`config.mk`:
```
export PLATFORM = sky130hd
export DESIGN_NAME = clock_health_monitor
export DESIGN_NICKNAME = d
export VERILOG_FILES = /design/src/rtl/clock_pkg.sv /design/src/rtl/freq_window_check.sv /design/src/rtl/clock_health_monitor.sv
export SDC_FILE = /design/constraint.sdc
export NUM_CORES = 1
export LEC_CHECK = 0
export ABC_AREA = 1
export CELL_PAD_IN_SITES_DETAIL_PLACEMENT = 0
export CELL_PAD_IN_SITES_GLOBAL_PLACEMENT = 1
export CORE_MARGIN = 3
export CORE_UTILIZATION = 31
export CTS_CLUSTER_DIAMETER = 80
export CTS_CLUSTER_SIZE = 40
export DETAILED_ROUTE_END_ITERATION = 8
export HOLD_SLACK_MARGIN = 0.15
export PLACE_DENSITY_LB_ADDON = 0.08
export SLEW_MARGIN = 5
export SYNTH_ARGS = -nofsm -noshare
export SYNTH_HDL_FRONTEND = slang
export SYNTH_SLANG_ARGS = --single-unit
```
`constraint.sdc`:
```
create_clock -name clk -period 2.4 [get_ports clk]
set_clock_uncertainty 0.15 [all_clocks]
set_input_delay 0.24 -clock clk [delete_from_list [all_inputs] [get_ports clk]]
set_output_delay 0.24 -clock clk [all_outputs]
set_load 0.005 [all_outputs]
```
`src/rtl/clock_pkg.sv`:
```
// Shared types and constants for the clock health monitor.
package clock_pkg;

    // Exported FSM state encoding; values are visible in the register map.
    typedef enum logic [2:0] {
        ST_INIT    = 3'd0,
        ST_MONITOR = 3'd1,
        ST_FAULT   = 3'd2,
        ST_RECFG   = 3'd3,
        ST_HALT    = 3'd4
    } state_e;

    // Width of the saturating lock-loss counter.
    localparam int LOCK_CNT_W = 16;

    // Nominal counts per one-second evaluation window of the 125 MHz clk,
    // used to assemble EXP_FREQ when the monitor is instantiated.
    localparam logic [31:0] FREQ_125 = 32'd125_000_000;
    localparam logic [31:0] FREQ_100 = 32'd100_000_000;
    localparam logic [31:0] FREQ_250 = 32'd250_000_000;

endpackage

```
`src/rtl/freq_window_check.sv`:
```
// Combinational tolerance check: |fc - exp_freq| <= tol, evaluated at 33 bits
// so that operands near 32'hFFFFFFFF cannot wrap.
module freq_window_check (
    input  logic [31:0] fc,
    input  logic [31:0] exp_freq,
    input  logic [31:0] tol,
    output logic        in_win
);

    logic [32:0] diff;
    logic [32:0] mag;

    // Signed difference, absolute value, then unsigned compare against tol.
    always_comb begin
        diff   = {1'b0, fc} - {1'b0, exp_freq};
        mag    = diff[32] ? (~diff + 33'd1) : diff;
        in_win = (mag <= {1'b0, tol});
    end

endmodule

```
`src/rtl/clock_health_monitor.sv`:
```
// Clock health monitor: evaluates per-channel frequency counts once per
// evaluation period, tracks LMK lock losses and drives a reconfiguration
// request/ack loop with a bounded number of retries.
module clock_health_monitor
    import clock_pkg::*;
#(
    parameter int unsigned              NUM_CH       = 4,
    parameter int unsigned              TICK_CYCLES  = 125000000,
    parameter int unsigned              SETTLE_TICKS = 2,
    parameter int unsigned              FAIL_COUNT   = 3,
    parameter int unsigned              MAX_RETRIES  = 3,
    parameter logic [NUM_CH-1:0][31:0]  EXP_FREQ     = {NUM_CH{32'd0}},
    parameter logic [NUM_CH-1:0][31:0]  TOL          = {NUM_CH{32'd0}}
) (
    input  logic                        clk,
    input  logic                        rst,
    input  logic [NUM_CH-1:0][31:0]     fc_q,
    input  logic                        cc_locked,
    input  logic                        sts_clr,
    output logic [NUM_CH-1:0]           ch_ok,
    output logic [NUM_CH-1:0]           ch_alarm,
    output logic [LOCK_CNT_W-1:0]       lock_loss_cnt,
    output logic                        recfg_req,
    input  logic                        recfg_ack,
    output logic [2:0]                  state,
    output logic                        halted
);

    localparam int TICK_W = (TICK_CYCLES > 1) ? $clog2(TICK_CYCLES) : 1;
    localparam int CNT_W  = 8;
    localparam int GOOD_W = 5;

    localparam logic [TICK_W-1:0] TICK_LAST  = TICK_W'(TICK_CYCLES - 1);
    localparam logic [CNT_W-1:0]  SETTLE_LIM = CNT_W'(SETTLE_TICKS);
    localparam logic [CNT_W-1:0]  FAIL_LIM   = CNT_W'(FAIL_COUNT);
    localparam logic [CNT_W-1:0]  RETRY_LIM  = CNT_W'(MAX_RETRIES);
    // Sixteen consecutive good evaluations forgive earlier retries.
    localparam logic [GOOD_W-1:0] GOOD_LAST  = GOOD_W'(15);

    state_e                  state_q, state_d;
    logic [2:0]              sync_q, sync_d;
    logic [TICK_W-1:0]       tick_cnt_q, tick_cnt_d;
    logic [CNT_W-1:0]        settle_cnt_q, settle_cnt_d;
    logic [CNT_W-1:0]        fail_cnt_q, fail_cnt_d;
    logic [CNT_W-1:0]        retry_cnt_q, retry_cnt_d;
    logic [GOOD_W-1:0]       good_cnt_q, good_cnt_d;
    logic [NUM_CH-1:0]       ch_ok_q, ch_ok_d;
    logic [NUM_CH-1:0]       ch_alarm_q, ch_alarm_d;
    logic [LOCK_CNT_W-1:0]   lock_loss_q, lock_loss_d;
    logic                    recfg_req_q, recfg_req_d;
    logic                    halted_q, halted_d;

    logic [NUM_CH-1:0]       in_win;
    logic [NUM_CH-1:0]       alarm_set;
    logic                    tick;
    logic                    sync_locked;
    logic                    lock_fall;
    logic                    all_ok;

    // One window checker per monitored clock.
    genvar gi;
    generate
        for (gi = 0; gi < NUM_CH; gi++) begin : g_chk
            freq_window_check u_chk (
                .fc       (fc_q[gi]),
                .exp_freq (EXP_FREQ[gi]),
                .tol      (TOL[gi]),
                .in_win   (in_win[gi])
            );
        end
    endgenerate

    // Lock synchroniser shift, lock edge detect on the last two stages, and tick decode.
    always_comb begin
        sync_d      = {sync_q[1:0], cc_locked};
        sync_locked = sync_q[1];
        lock_fall   = sync_q[2] & ~sync_q[1];
        tick        = (tick_cnt_q == TICK_LAST);
        all_ok      = (&in_win) & sync_locked;
    end

    // FSM next state plus the settle/fail/retry/good counters it owns.
    always_comb begin
        state_d      = state_q;
        settle_cnt_d = settle_cnt_q;
        fail_cnt_d   = fail_cnt_q;
        retry_cnt_d  = retry_cnt_q;
        good_cnt_d   = good_cnt_q;
        alarm_set    = '0;
        case (state_q)
            ST_INIT: begin
                good_cnt_d = '0;
                if (tick) begin
                    if (settle_cnt_q + 8'd1 >= SETTLE_LIM) begin
                        state_d      = ST_MONITOR;
                        settle_cnt_d = '0;
                        fail_cnt_d   = '0;
                    end else begin
                        settle_cnt_d = settle_cnt_q + 8'd1;
                    end
                end
            end
            ST_MONITOR: begin
                if (tick) begin
                    alarm_set = ~in_win;
                end
                if (fail_cnt_q >= FAIL_LIM) begin
                    state_d    = ST_FAULT;
                    fail_cnt_d = '0;
                    good_cnt_d = '0;
                end else if (lock_fall) begin
                    // A lost lock is treated as an immediate persistent fault.
                    fail_cnt_d = FAIL_LIM;
                    good_cnt_d = '0;
                end else if (tick) begin
                    if (!all_ok) begin
                        fail_cnt_d = fail_cnt_q + 8'd1;
                        good_cnt_d = '0;
                    end else begin
                        fail_cnt_d = '0;
                        if (good_cnt_q == GOOD_LAST) begin
                            good_cnt_d  = '0;
                            retry_cnt_d = '0;
                        end else begin
                            good_cnt_d = good_cnt_q + 5'd1;
                        end
                    end
                end
            end
            ST_FAULT: begin
                if (retry_cnt_q == RETRY_LIM) begin
                    state_d = ST_HALT;
                end else begin
                    retry_cnt_d = retry_cnt_q + 8'd1;
                    state_d     = ST_RECFG;
                end
            end
            ST_RECFG: begin
                if (recfg_ack) begin
                    state_d = ST_INIT;
                end
            end
            ST_HALT: begin
                state_d = ST_HALT;
            end
            default: begin
                state_d = ST_INIT;
            end
        endcase
    end

    // Tick counter wraps each period and restarts whenever a new state is entered.
    always_comb begin
        tick_cnt_d = tick ? '0 : tick_cnt_q + 1'b1;
        if (state_d != state_q) begin
            tick_cnt_d = '0;
        end
    end

    // Status: last evaluation, sticky alarms (set beats clear), lock-loss counter (clear then count).
    always_comb begin
        ch_ok_d     = tick ? in_win : ch_ok_q;
        ch_alarm_d  = (sts_clr ? '0 : ch_alarm_q) | alarm_set;
        lock_loss_d = lock_loss_q;
        if (sts_clr) begin
            lock_loss_d = lock_fall ? LOCK_CNT_W'(1) : '0;
        end else if (lock_fall && (lock_loss_q != '1)) begin
            lock_loss_d = lock_loss_q + LOCK_CNT_W'(1);
        end
        recfg_req_d = (state_d == ST_RECFG);
        halted_d    = (state_d == ST_HALT);
    end

    // State and status registers.
    always_ff @(posedge clk) begin
        if (rst) begin
            state_q      <= ST_INIT;
            sync_q       <= '0;
            tick_cnt_q   <= '0;
            settle_cnt_q <= '0;
            fail_cnt_q   <= '0;
            retry_cnt_q  <= '0;
            good_cnt_q   <= '0;
            ch_ok_q      <= '0;
            ch_alarm_q   <= '0;
            lock_loss_q  <= '0;
            recfg_req_q  <= 1'b0;
            halted_q     <= 1'b0;
        end else begin
            state_q      <= state_d;
            sync_q       <= sync_d;
            tick_cnt_q   <= tick_cnt_d;
            settle_cnt_q <= settle_cnt_d;
            fail_cnt_q   <= fail_cnt_d;
            retry_cnt_q  <= retry_cnt_d;
            good_cnt_q   <= good_cnt_d;
            ch_ok_q      <= ch_ok_d;
            ch_alarm_q   <= ch_alarm_d;
            lock_loss_q  <= lock_loss_d;
            recfg_req_q  <= recfg_req_d;
            halted_q     <= halted_d;
        end
    end

    assign state         = state_q;
    assign ch_ok         = ch_ok_q;
    assign ch_alarm      = ch_alarm_q;
    assign lock_loss_cnt = lock_loss_q;
    assign recfg_req     = recfg_req_q;
    assign halted        = halted_q;

endmodule

```
---- Word level (Yosys, flattened, before mapping) ----
Index checks and enable logic that the tools add are counted.
storage, ports and cells
  logic and storage cells ................. 93
  output and inout port bits .............. 29
  bits of input ports ..................... 133
  bits in registers ....................... 88
operators by class
  equality and inequality tests ........... 20
  add/sub/neg operators ................... 6
  bitwise operators ....................... 5
  muxes and demuxes ....................... 33
  order comparisons ....................... 6
  reduce and logical (&&, ||, !) cells .... 11
operators with widths
  operator               count
  $le 32x1->1 const B    4
  $mux 8                 13
  $mux 16                2
  $pmux 8 s2             2
  $add 27x1->27 const B  1
  $eq 27x27->1 const B   1
  $mux 5                 5
  $add 8x1->8 const B    3
  $add 16x1->16 const B  1
  $ge 8x2->1 const B     2
  $ne 16x16->1 const B   1
  $ne 2x2->1 const B     8
  $mux 3                 5
  $pmux 3 s5             1
  $mux 4                 3
  $pmux 5 s2             1
  $eq 3x2->1 const B     3
  $eq 8x2->1 const B     1
  $reduce_and 4->1       2
  $reduce_and 7->1       1
  $eq 3x3->1 const B     2
  $reduce_bool 2->1      3
  $add 5x1->5 const B    1
  $eq 5x4->1 const B     1
  12 further kinds       14

---- Depth between registers and ports, before layout ----
Gate-level depths: netlist (run 1).
  depth in word-level cells ............... 8
  depth in mapped cells ................... 13
  depth with buffers taken out ............ 13

---- Hierarchy ----
From an unflattened synthesis (run 1), not the netlist that was laid out.
second synthesis, totals
  cells, all modules ...................... 4340
  area, all modules ....................... 22793.1 um^2
modules (own cells, without submodules)
  module                                  seq. area each (um^2)  area each (um^2)  times used  cells each
  freq_window_check (g_chk[0].u_chk ...)  0.0                    4568.1            2           917
  freq_window_check (g_chk[2].u_chk ...)  0.0                    4509.3            2           902
  clock_health_monitor                    1761.7                 4638.2            1           702

---- Least setup slack after synthesis (run 1) ----
Ideal clock, no wire load.
  path kind ............................... register -> register
  from .................................... register tick_cnt_q[0]
  to ...................................... register tick_cnt_q[7]
  stages on the path, launching flop included .. 14
  required time ........................... 2.134 ns
  buffers on the path ..................... 1
  data arrival time ....................... 1.608 ns
  period minus slack after synthesis ...... 1.874 ns
  setup time .............................. 0.116 ns
  setup slack ............................. 0.526 ns
  cell sequence ........................... dfxtp_1 ha_1 nand2_1 nor2_4 nand3_1 nor2_1 nand2_1 nor3_2 nand2_1 nand3_1 nand2_1 nand2_4 buf_6 nor2_1
on the way
  longest elaborated chain between the ends .. 5
  elaborated cells between the ends (all ways) .. 6
  those cells by class .................... 1 x add/sub; 2 x eq/ne; 2 x mux; 1 x reduce/logical
ends and longest elaborated chain
  what                              line                         source
  from (decl)                       clock_health_monitor.sv:42   logic [TICK_W-1:0] tick_cnt_q, tick_cnt_d;
  from (signal assigned)            clock_health_monitor.sv:192  tick_cnt_q <= tick_cnt_d;
  $eq 27x27->1                      clock_health_monitor.sv:78   tick = (tick_cnt_q == TICK_LAST);
  $mux 3                            clock_health_monitor.sv:93   if (tick) begin
  $pmux 3 s5                        clock_health_monitor.sv:90   case (state_q)
  $ne 3x3->1                        clock_health_monitor.sv:155  if (state_d != state_q) begin
  $reduce_or 3->1 (no source line)  -
Several ways; a longest one is shown, not always the timed one.
A chain may end at the register's enable or synchronous reset.

---- Worst setup path in the final report (run 1) ----
  from .................................... register tick_cnt_q[0]
  to ...................................... register tick_cnt_q[17]
The elaborated chain is that of the path after synthesis.

==> out/qor.yml, run 1 <==
outcome: "complete, no violations"
async_flop_share_pct: 0
crit_chain: "ha_1 > nand2_1 > nor2_4 > nand3_1 > nor2_1 > nand2_1 > nor3_2 > nand2_1 > nand3_1 > nand2_1 > nand2_8 > nor2_1"
cp_num_cells: 12
clock_power_share_pct: 46.3
synth_seq_area_share_pct: 37.3
synth_fp_nets: 868
min_period_ps: 2180
dp_hpwl_um: 11100
p_seq_share_pct: 44.5
p_int_mw: 2.63
nNetsFinal: 1040
vias_per_cell: 4.58
critPathRequiredTime_ps: 2480
post_cts_buffers: 0
cp_top_family: "simple AND/OR/NAND/NOR gates"
initial_core_util_pct: 32.1
clock_latency_ps: 350
crit_path_top_delay_cell: "dfxtp_1"
die_area_mm2: 0.0168
grt_pass1_vias: 4756
synth_top_family_by_area: "simple AND/OR/NAND/NOR gates"
finalMaxSlewViolations: 0
synth_area_mm2: 0.00472
yosys.area.top_type: "dfxtp_1"
grt_pass1_wl_um: 22100
start_kind: "flip-flop"
cp_common_cell: "nand2_1"
port_buffers: 161
worstSetupPathType: "reg -> reg"
powerDensity_mw_per_mm2: 479
synth_cells: 728
end_kind: "flip-flop"
firstDrtPassIters: 4
yosysTopAreaCellShare_pct: 37.3
drt_iter0_drc: 252
worstMarginPinSlew_ps: 528
synth-xor-area-share_pct: 5.38
cts_max_path_buffers: 2
finalSetupViolCount: 0
power_switching_share_pct: 20.6
synth_warnings: 0
wirelength_um: 13900
fillerInstances: 1506
synth_enable_flop_cells: 0
synth_compound_area_share_pct: 7.36
cts_sinks: 88
grt_max_degree: 28
min_path_cells: 2
hold_class: "reg -> reg"
wl_per_cell_um: 12.8
final_cell_mix: "nor2_1 (186), clkdlybuf4s50_1 (161), nand2_1 (158), inv_1 (96), dfxtp_1 (88)"
synth_cell_type_count: 37
fp.dieH_um: 129
rows: 44
tns_ps: 0
critPathMaxFanout: 27
drc: 0
power.switching_uw: 681
io_pins: 162
clk_root_buffer_cell: "clkbuf_16"
layout_commonest_cell: "nor2_1"
slew_headroom_pct: 64.8
synth.avg_cell_area_um2: 6.49
die_width_um: 129
slowest_delay_ps: 360
n_antenna_cell: 0
p_leak_nw: 2.70
rsz0062_at_grt: "false"
synth_ff_type: "dfxtp_1"
area_delta_synth_final_pct: 46.4
layout-drive-gt1-share_pct: 4.97
max_freq_ghz: 0.460
gr-usage-all-layers_pct: 16.4
hold_violations: 0
clkTransAtPathRegs_ps: 60
cts_buffers: 9
htreeDepth: 3
crit_buf_inv: 0
whs_ps: 274
place.gp.congestion: 0.817
antenna_found_initial: 0
synthMuxAreaShare_pct: 0
power_frac_comb_pct: 9.3
worstRegToRegCells: 12
overflow: 0
cts_hold_buf: 0
ant_nets: 0
ys_ff_latch: 88
ir_drop_v: 0.000268
via_count: 4988
fin_crit_sh_pct: 90.7
cts_tree: "yes"
synthAdderAreaFrac_pct: 1.85
max_cap_viol_count: 0
synthTopCellsByArea: "dfxtp_1 (37%), nor2_1 (15%), nand2_1 (13%), inv_1 (7.6%), nand3_1 (3.8%)"
synth-simple-area-share_pct: 39.3
cp.arrival_ps: 2260
fp.coreArea_mm2: 0.0147
## logic make-up (layout without fill, tap and decap cells)
kind of cell / Yosys count / after routing
AOI/OAI and AO/OA: 59 / 59
buffers and inverters: 107 / 284
xor gates and xnor gates: 29 / 29
adders and majority gates: 7 / 7
DFF: 88 / 88
and+or+nand+nor: 438 / 438
## worst reg2reg max path: stages, from the launching register on
cell and delay (ps):
dfxtp_1 360, ha_1 200, nand2_1 100, nor2_4 120
nand3_1 80, nor2_1 150, nand2_1 160, nor3_2 170
nand2_1 100, nand3_1 70, nand2_1 130, nand2_8 200
nor2_1 80
## synthesized netlist by cell type, types with 5 or more instances
library cell	number
a21oi_1	27
inv_1	96
o21ai_0	15
nand4_1	16
nor2_2	7
nor3_1	13
nand2_1	158
xnor2_1	10
ha_1	7
nand3_1	36
nor2_1	187
dfxtp_1	88
xor2_1	19
o211a_1	5
## sequential cells by signal (all words and copies together), names as in the netlist
| signal | flops |
|---|---|
| recfg_req | 1 |
| lock_loss_cnt | 16 |
| halted | 1 |
| tick_cnt_q | 27 |
| fail_cnt_q | 8 |
| ch_ok | 4 |
| good_cnt_q | 5 |
| ch_alarm | 4 |
| retry_cnt_q | 8 |
| sync_q | 3 |
| settle_cnt_q | 8 |
| state | 3 |
## per-layer routing
layer / GRT usage [%] / routed length, µm
met1: 20.1 / 6350
met3: 3.38 / 955
met2: 28.1 / 6320
met4: 6.54 / 279
met5: 0 / 0
## per-stage QoR
stage | cell area [µm²] | instances | utilization [%] | setup WS, ps | power [mW]
after detailed placement | 6580 | 1073 | 44.8 | 57.7 | 1.81
final | 6920 | 1089 | 47.0 | 224 | 3.31
after global routing | 6920 | 1089 | 47.0 | 23.2 | 3.43
after floorplan | 4720 | 728 | - | 526 | 1.58
after global placement | 6580 | 1073 | 44.8 | 101 | 1.81
after CTS | 6900 | 1089 | 47.0 | 124 | 3.35
## power groups by stage
stage	Sequential, mW	Combinational (mW)	Clock (mW)
2_1_floorplan	1.50	0.0710	0
3_3_place_gp	1.51	0.304	0
5_1_grt	1.47	0.332	1.63
4_1_cts	1.47	0.308	1.57
3_5_place_dp	1.51	0.307	0
6_report	1.47	0.306	1.53
## worst paths after layout
check	endpoint	from	slack, ps
hold reg to reg	sync_q[1]	sync_q[0]	270
hold / removal	sync_q[1]	sync_q[0]	270
setup / recovery	tick_cnt_q[17]	tick_cnt_q[0]	220
setup reg to reg	tick_cnt_q[17]	tick_cnt_q[0]	220
## layout make-up
type	count	area, µm²	share of cell area [%]
inverters	99	372	5.37
clock inverters	4	77.6	1.12
repair buffers	169	1670	24.2
clock buffers	12	246	3.56
flip-flops and latches	88	1760	25.5
well taps	184	230	3.33
multi-input cells	533	2560	37.0
## what timing repair did
item | in CTS | in global routing
setup endpoints to repair | 0 | 29
resized for setup | 0 | 2
hold endpoints to repair | 0 | 0
Note: power is estimated with default switching activity, not from simulation.
==> run 2: changes to the inputs <==
clock period = 2.35 ns   (was 2.4 ns; I/O delays follow)
==> run 2 against run 1 <==
Net effect: sequential cell count stayed put; critical path depth up 1; cell count up 0.55%; largest cell class unchanged.
==> out/qor.yml, run 2 (same netlist as run 1, synthesis figures left out) <==
die_width_um: 129  # unchanged
fillerInstances: 1504  # was 1506
cts_tree: "yes"  # unchanged
firstDrtPassIters: 4  # unchanged
crit_chain: "ha_1 > nand2_1 > nor2_4 > nand3_1 > nor2_2 > nand2_2 > nor3_2 > nand2_1 > nand3_1 > nand2_1 > nand2_4 > buf_12 > nor2_1"  # was ha_1 > nand2_1 > nor2_4 > nand3_1 > nor2_1 > nand2_1 > nor3_2 > nand2_1 > nand3_1 > nand2_1 > nand2_8 > nor2_1
critPathMaxFanout: 21  # was 27
outcome: "complete, no violations"  # unchanged
fin_crit_sh_pct: 89.5  # was 90.7%
rsz0062_at_grt: "false"  # unchanged
crit_path_top_delay_cell: "dfxtp_1"  # unchanged
end_kind: "flip-flop"  # unchanged
r2r-end: "tick_cnt_q[16]"  # was tick_cnt_q[17]
powerDensity_mw_per_mm2: 470  # was 479 mW/mm²
cp_common_cell: "nand2_1"  # unchanged
max_cap_viol_count: 0  # unchanged
grt_use_met1_pct: 20.2  # was 20.1%
cts_max_path_buffers: 2  # unchanged
die_area_mm2: 0.0168  # unchanged
met2_usage_pct: 27.2  # was 28.1%
cp_top_family: "simple AND/OR/NAND/NOR gates"  # unchanged
seq_area_mm2: 0.00176  # unchanged
crit_start: "tick_cnt_q[0]"  # unchanged
crit_buf_inv: 1  # was 0
worstSetupPathType: "reg -> reg"  # unchanged
fp.coreArea_mm2: 0.0147  # unchanged
endpoint: "tick_cnt_q[16]"  # was tick_cnt_q[17]
slowest_delay_ps: 350  # was 360 ps
start_kind: "flip-flop"  # unchanged
reg2reg_slack_ps: 250  # was 220 ps
hold_violations: 0  # unchanged
top_usage_layer: "met2"  # unchanged
layout_commonest_cell: "nor2_1"  # unchanged
stdcell_area_mm2: 0.00695  # was 0.00692 mm²
ir_drop_v: 0.000345  # was 0.000268 V
cts_sinks: 88  # unchanged
antenna_found_initial: 0  # unchanged
max_freq_ghz: 0.476  # was 0.460 GHz
clk_root_buffer_cell: "clkbuf_16"  # unchanged
fp.dieH_um: 129  # unchanged
finalMaxSlewViolations: 0  # unchanged
io_pins: 162  # unchanged
top_register: "tick_cnt_q"  # unchanged
largest_reg_flops: 27  # unchanged
worstRegToRegCells: 13  # was 12
critPathRequiredTime_ps: 2430  # was 2480 ps
final.setup.worst_slack_ps: 247  # was 224 ps
via_count: 4968  # was 4988
placed_area_mm2: 0.00664  # was 0.00658 mm²
slew_headroom_pct: 63.7  # was 64.8%
area_delta_synth_final_pct: 47.1  # was 46.4%
rows: 44  # unchanged
hold_class: "reg -> reg"  # unchanged
worstMarginPinSlew_ps: 544  # was 528 ps
clock_latency_ps: 340  # was 350 ps
overflow: 0  # unchanged
vias_per_cell: 4.54  # was 4.58
dp_hpwl_um: 10900  # was 11100 µm
power_mw: 3.26  # was 3.31 mW
place.gp.congestion: 0.829  # was 0.817
r2r_start: "tick_cnt_q[0]"  # unchanged
clkTransAtPathRegs_ps: 60  # about the same
layout-drive-gt1-share_pct: 5.93  # was 4.97%
drt_iter0_drc: 213  # was 252
p_leak_nw: 2.71  # was 2.70 nW
grt_pass1_wl_um: 21900  # was 22100 µm
port_buffers: 161  # unchanged
finalSetupViolCount: 0  # unchanged
initial_core_util_pct: 32.1  # unchanged
cp.arrival_ps: 2180  # was 2260 ps
whs_ps: 272  # was 274 ps
nNetsFinal: 1047  # was 1040
htreeDepth: 3  # unchanged
cp_num_cells: 13  # was 12
cts_buffers: 9  # unchanged
final_cell_mix: "nor2_1 (185), clkdlybuf4s50_1 (161), nand2_1 (157), inv_1 (96), dfxtp_1 (88)"  # was nor2_1 (186), clkdlybuf4s50_1 (161), nand2_1 (158), inv_1 (96), dfxtp_1 (88)
n_antenna_cell: 0  # unchanged
gr-usage-all-layers_pct: 16.2  # was 16.4%
place_ws_ps: 72.7  # was 57.7 ps
use_met3_pct: 3.34  # was 3.38%
tns_ps: 0  # unchanged
wirelength_um: 13500  # was 13900 µm
multiInputGateArea_mm2: 0.00255  # was 0.00256 mm²
grt_max_degree: 22  # was 28
grt_pass1_vias: 4795  # was 4756
wl_per_cell_um: 12.3  # was 12.8 µm
ant_nets: 0  # unchanged
min_period_ps: 2100  # was 2180 ps
drc: 0  # unchanged
[run 2: metal layers]
layer  routed length (µm)  part of all wire (%)  vias to the layer above
li1                     -                     -                     2634
met3                 1010                   7.5                       19
met4                  258                   1.9                        0
met1                 6080                    45                     2161
met2                 6130                    46                      154
met5                    0                     0                        -
[run 2: tightest hold or removal path: cells and delay by family (launching register included)]
family	cells	cell delay (ps)
DFF	1	300
buffers and inverters	1	50
and+or+nand+nor	1	30
[run 2: metrics by stage]
stage / instances / util [%]
floorplan: 728 / -
detailed placement: 1079 / 45.2
finish: 1095 / 47.3
global route: 1095 / 47.3
CTS: 1094 / 47.2
global placement: 1079 / 45.2
[run 2: timing repair]
item	CTS	global route
hold buffers	0	0
resized for setup	0	3
setup endpoints to repair	0	28
buffers inserted	0	1
[run 2: cell type report]
type / instances / share of cell area (%)
multi-input combinational: 533 / 36.7
sequential: 88 / 25.4
timing repair buffer: 176 / 25.0
inverter: 99 / 5.35
clock buffer: 11 / 3.49
tap: 184 / 3.31
clock inverter: 4 / 0.774
[run 2: power by group]
part,leakage (nW),internal (mW),switching [mW]
clock,0.138,0.851,0.591
combinational,1.87,0.225,0.0916
sequential,0.710,1.50,0.00503
total,2.71,2.58,0.688
[run 2: worst min path at each step]
stage / from / endpoint / cells past startpoint / slack, ps
after global placement: sync_q[0] / sync_q[1] / 2 / 260
final: sync_q[0] / sync_q[1] / 2 / 270
after detailed placement: sync_q[0] / sync_q[1] / 2 / 270
after CTS: cc_locked / sync_q[0] / 3 / 270
after floorplan: cc_locked / sync_q[0] / 2 / 190
after global routing: cc_locked / sync_q[0] / 3 / 290
==> run 3: changes to the inputs <==
SETUP_SLACK_MARGIN = 0.5   (was default)
==> run 3 against run 2 <==
Net effect: non-clock buffer count rose by 30; combinational power grew 8.5%; first-iteration DRC count grew 12%; design area rose by 12%; die area unchanged; critical path depth down 1; fmax increased by 5.1%; largest cell class unchanged; sequential power barely moved; clock-buffer cell count is 1 lower.
==> out/qor.yml, run 3 (same netlist as run 1, synthesis figures left out) <==
cts_max_path_buffers: 2  # unchanged
cts_buffers: 9  # unchanged
overflow: 0  # unchanged
slew_headroom_pct: 66.4  # was 63.7%
min_period_ps: 2000  # was 2100 ps
htreeDepth: 3  # unchanged
finalMaxSlewViolations: 0  # unchanged
place_ws_ps: -4.61  # was 72.7 ps
wirelength_um: 15700  # was 13500 µm
place.gp.congestion: 0.808  # was 0.829
hold_class: "reg -> reg"  # unchanged
fin_crit_sh_pct: 85.1  # was 89.5%
grt_pass1_vias: 4895  # was 4795
io_pins: 162  # unchanged
cts_sinks: 88  # unchanged
met2_usage_pct: 33.0  # was 27.2%
ir_drop_v: 0.000351  # was 0.000345 V
power_switching_share_pct: 22.2  # was 21.1%
drt_iter0_drc: 238  # was 213
nNetsFinal: 1081  # was 1047
whs_ps: 291  # was 272 ps
cp.arrival_ps: 2080  # was 2180 ps
critPathMaxFanout: 7  # was 21
worstMarginPinSlew_ps: 504  # was 544 ps
grt_max_degree: 16  # was 22
outcome: "complete, no violations"  # unchanged
fp.coreArea_mm2: 0.0147  # unchanged
finalSetupViolCount: 0  # unchanged
firstDrtPassIters: 4  # unchanged
p_leak_nw: 3.18  # was 2.71 nW
area_delta_synth_final_pct: 64.4  # was 47.1%
worstSetupPathType: "reg -> reg"  # unchanged
clkTransAtPathRegs_ps: 60  # about the same
n_antenna_cell: 0  # unchanged
gr-usage-all-layers_pct: 17.8  # was 16.2%
cts_hold_buf: 0  # unchanged
layout-drive-gt1-share_pct: 19.5  # was 5.93%
wl_per_cell_um: 13.9  # was 12.3 µm
p_seq_share_pct: 45.3  # was 46.1%
power.switching_uw: 736  # was 688 µW
powerDensity_mw_per_mm2: 427  # was 470 mW/mm²
top_register: "tick_cnt_q"  # unchanged
max_cap_viol_count: 0  # unchanged
dp_hpwl_um: 11700  # was 10900 µm
final_cell_mix: "nor2_1 (150), nand2_1 (145), clkdlybuf4s50_1 (142), inv_1 (92), dfxtp_1 (71)"  # was nor2_1 (185), clkdlybuf4s50_1 (161), nand2_1 (157), inv_1 (96), dfxtp_1 (88)
power_mw: 3.32  # was 3.26 mW
clock_latency_ps: 340  # about the same
cts_tree: "yes"  # unchanged
final.setup.worst_slack_ps: 350  # was 247 ps
use_met3_pct: 3.01  # was 3.34%
antenna_found_initial: 0  # unchanged
grt_use_met1_pct: 20.8  # was 20.2%
die_area_mm2: 0.0168  # unchanged
fillerInstances: 1376  # was 1504
via_count: 5187  # was 4968
largest_reg_flops: 27  # unchanged
critPathRequiredTime_ps: 2430  # about the same
ant_nets: 0  # unchanged
clock_power_share_pct: 44.3  # was 44.2%
hold_violations: 0  # unchanged
port_buffers: 161  # unchanged
end_kind: "flip-flop"  # unchanged
grt_pass1_wl_um: 23600  # was 21900 µm
top_usage_layer: "met2"  # unchanged
drc: 0  # unchanged
die_width_um: 129  # unchanged
clk_root_buffer_cell: "clkbuf_16"  # unchanged
layout_commonest_cell: "nor2_1"  # unchanged
rows: 44  # unchanged
fp.dieH_um: 129  # unchanged
power_frac_comb_pct: 10.4  # was 9.7%
rsz0062_at_grt: "true"  # was false
start_kind: "flip-flop"  # unchanged
initial_core_util_pct: 32.1  # unchanged
p_int_mw: 2.58  # about the same
max_freq_ghz: 0.500  # was 0.476 GHz
vias_per_cell: 4.59  # was 4.54
## run 3: changes by cell type in the layout (fill, tap and decap cells not counted), sizes merged
cell           delta
nand2             +4
clkinv            +2
dlymetal6s2s     +19
buf              +30
clkdlybuf4s50    -19
clkbuf            -1
## run 3: timing repair
action                                 4_1_cts  5_1_grt
endpoints found under the hold margin        0        0
gates cloned                                 3        1
pin swaps                                   24       56
gates resized for setup                     49      110
setup buffers                               19       13
setup endpoints to repair                   73       74
## run 3: worst max-delay path, stage by stage, from the launching register on
cell,delay (ps)
dfxtp_4,370
ha_4,150
nand2_4,50
nor2_4,110
nand3_2,80
nor2_2,130
nand2_2,100
nor3_2,140
nand2_1,130
nand3_2,150
nand2_8,130
nand2_8,160
nor2_1,50
## run 3: power groups by stage
| stage | clock network, mW | registers (mW) | logic (mW) |
|---|---|---|---|
| detailed placement | 0 | 1.54 | 0.318 |
| CTS | 1.51 | 1.50 | 0.339 |
| global placement | 0 | 1.54 | 0.316 |
| global route | 1.57 | 1.50 | 0.371 |
| finish | 1.47 | 1.50 | 0.344 |
| floorplan | 0 | 1.54 | 0.0740 |
## run 3: area by class of cell
cell class	instances	area, µm²	share of cell area, %
multi-input combinational	537	3040	39.1
timing repair buffer	206	2020	26.1
sequential	88	1790	23.1
inverter	99	377	4.85
clock buffer	10	239	3.08
tap	184	230	2.96
clock inverter	6	67.6	0.870
## run 3: final timing paths
check                        end  slack [ps]           from  cells past startpoint
setup / recovery  tick_cnt_q[20]         350  tick_cnt_q[0]                     12
hold / removal     fail_cnt_q[6]         290  fail_cnt_q[6]                      2
setup reg to reg  tick_cnt_q[20]         350  tick_cnt_q[0]                     12
hold reg to reg    fail_cnt_q[6]         290  fail_cnt_q[6]                      2
## run 3: through the flow
| step | cell area (µm²) | TNS, ps | utilization (%) | std cells |
|---|---|---|---|---|
| 3_3_place_gp | 6640 | 0 | 45.1 | 1078 |
| 3_5_place_dp | 6640 | -7.03 | 45.1 | 1078 |
| 6_report | 7760 | 0 | 52.8 | 1130 |
| 2_1_floorplan | 4740 | 0 | - | 728 |
| 5_1_grt | 7760 | 0 | 52.8 | 1130 |
| 4_1_cts | 7320 | 0 | 49.8 | 1116 |
## run 3: layer usage
layer	up-vias	part of all wire, %
li1	2711	-
met1	2316	43
met2	147	50
met3	13	6.3
met4	0	1.5
met5	-	0
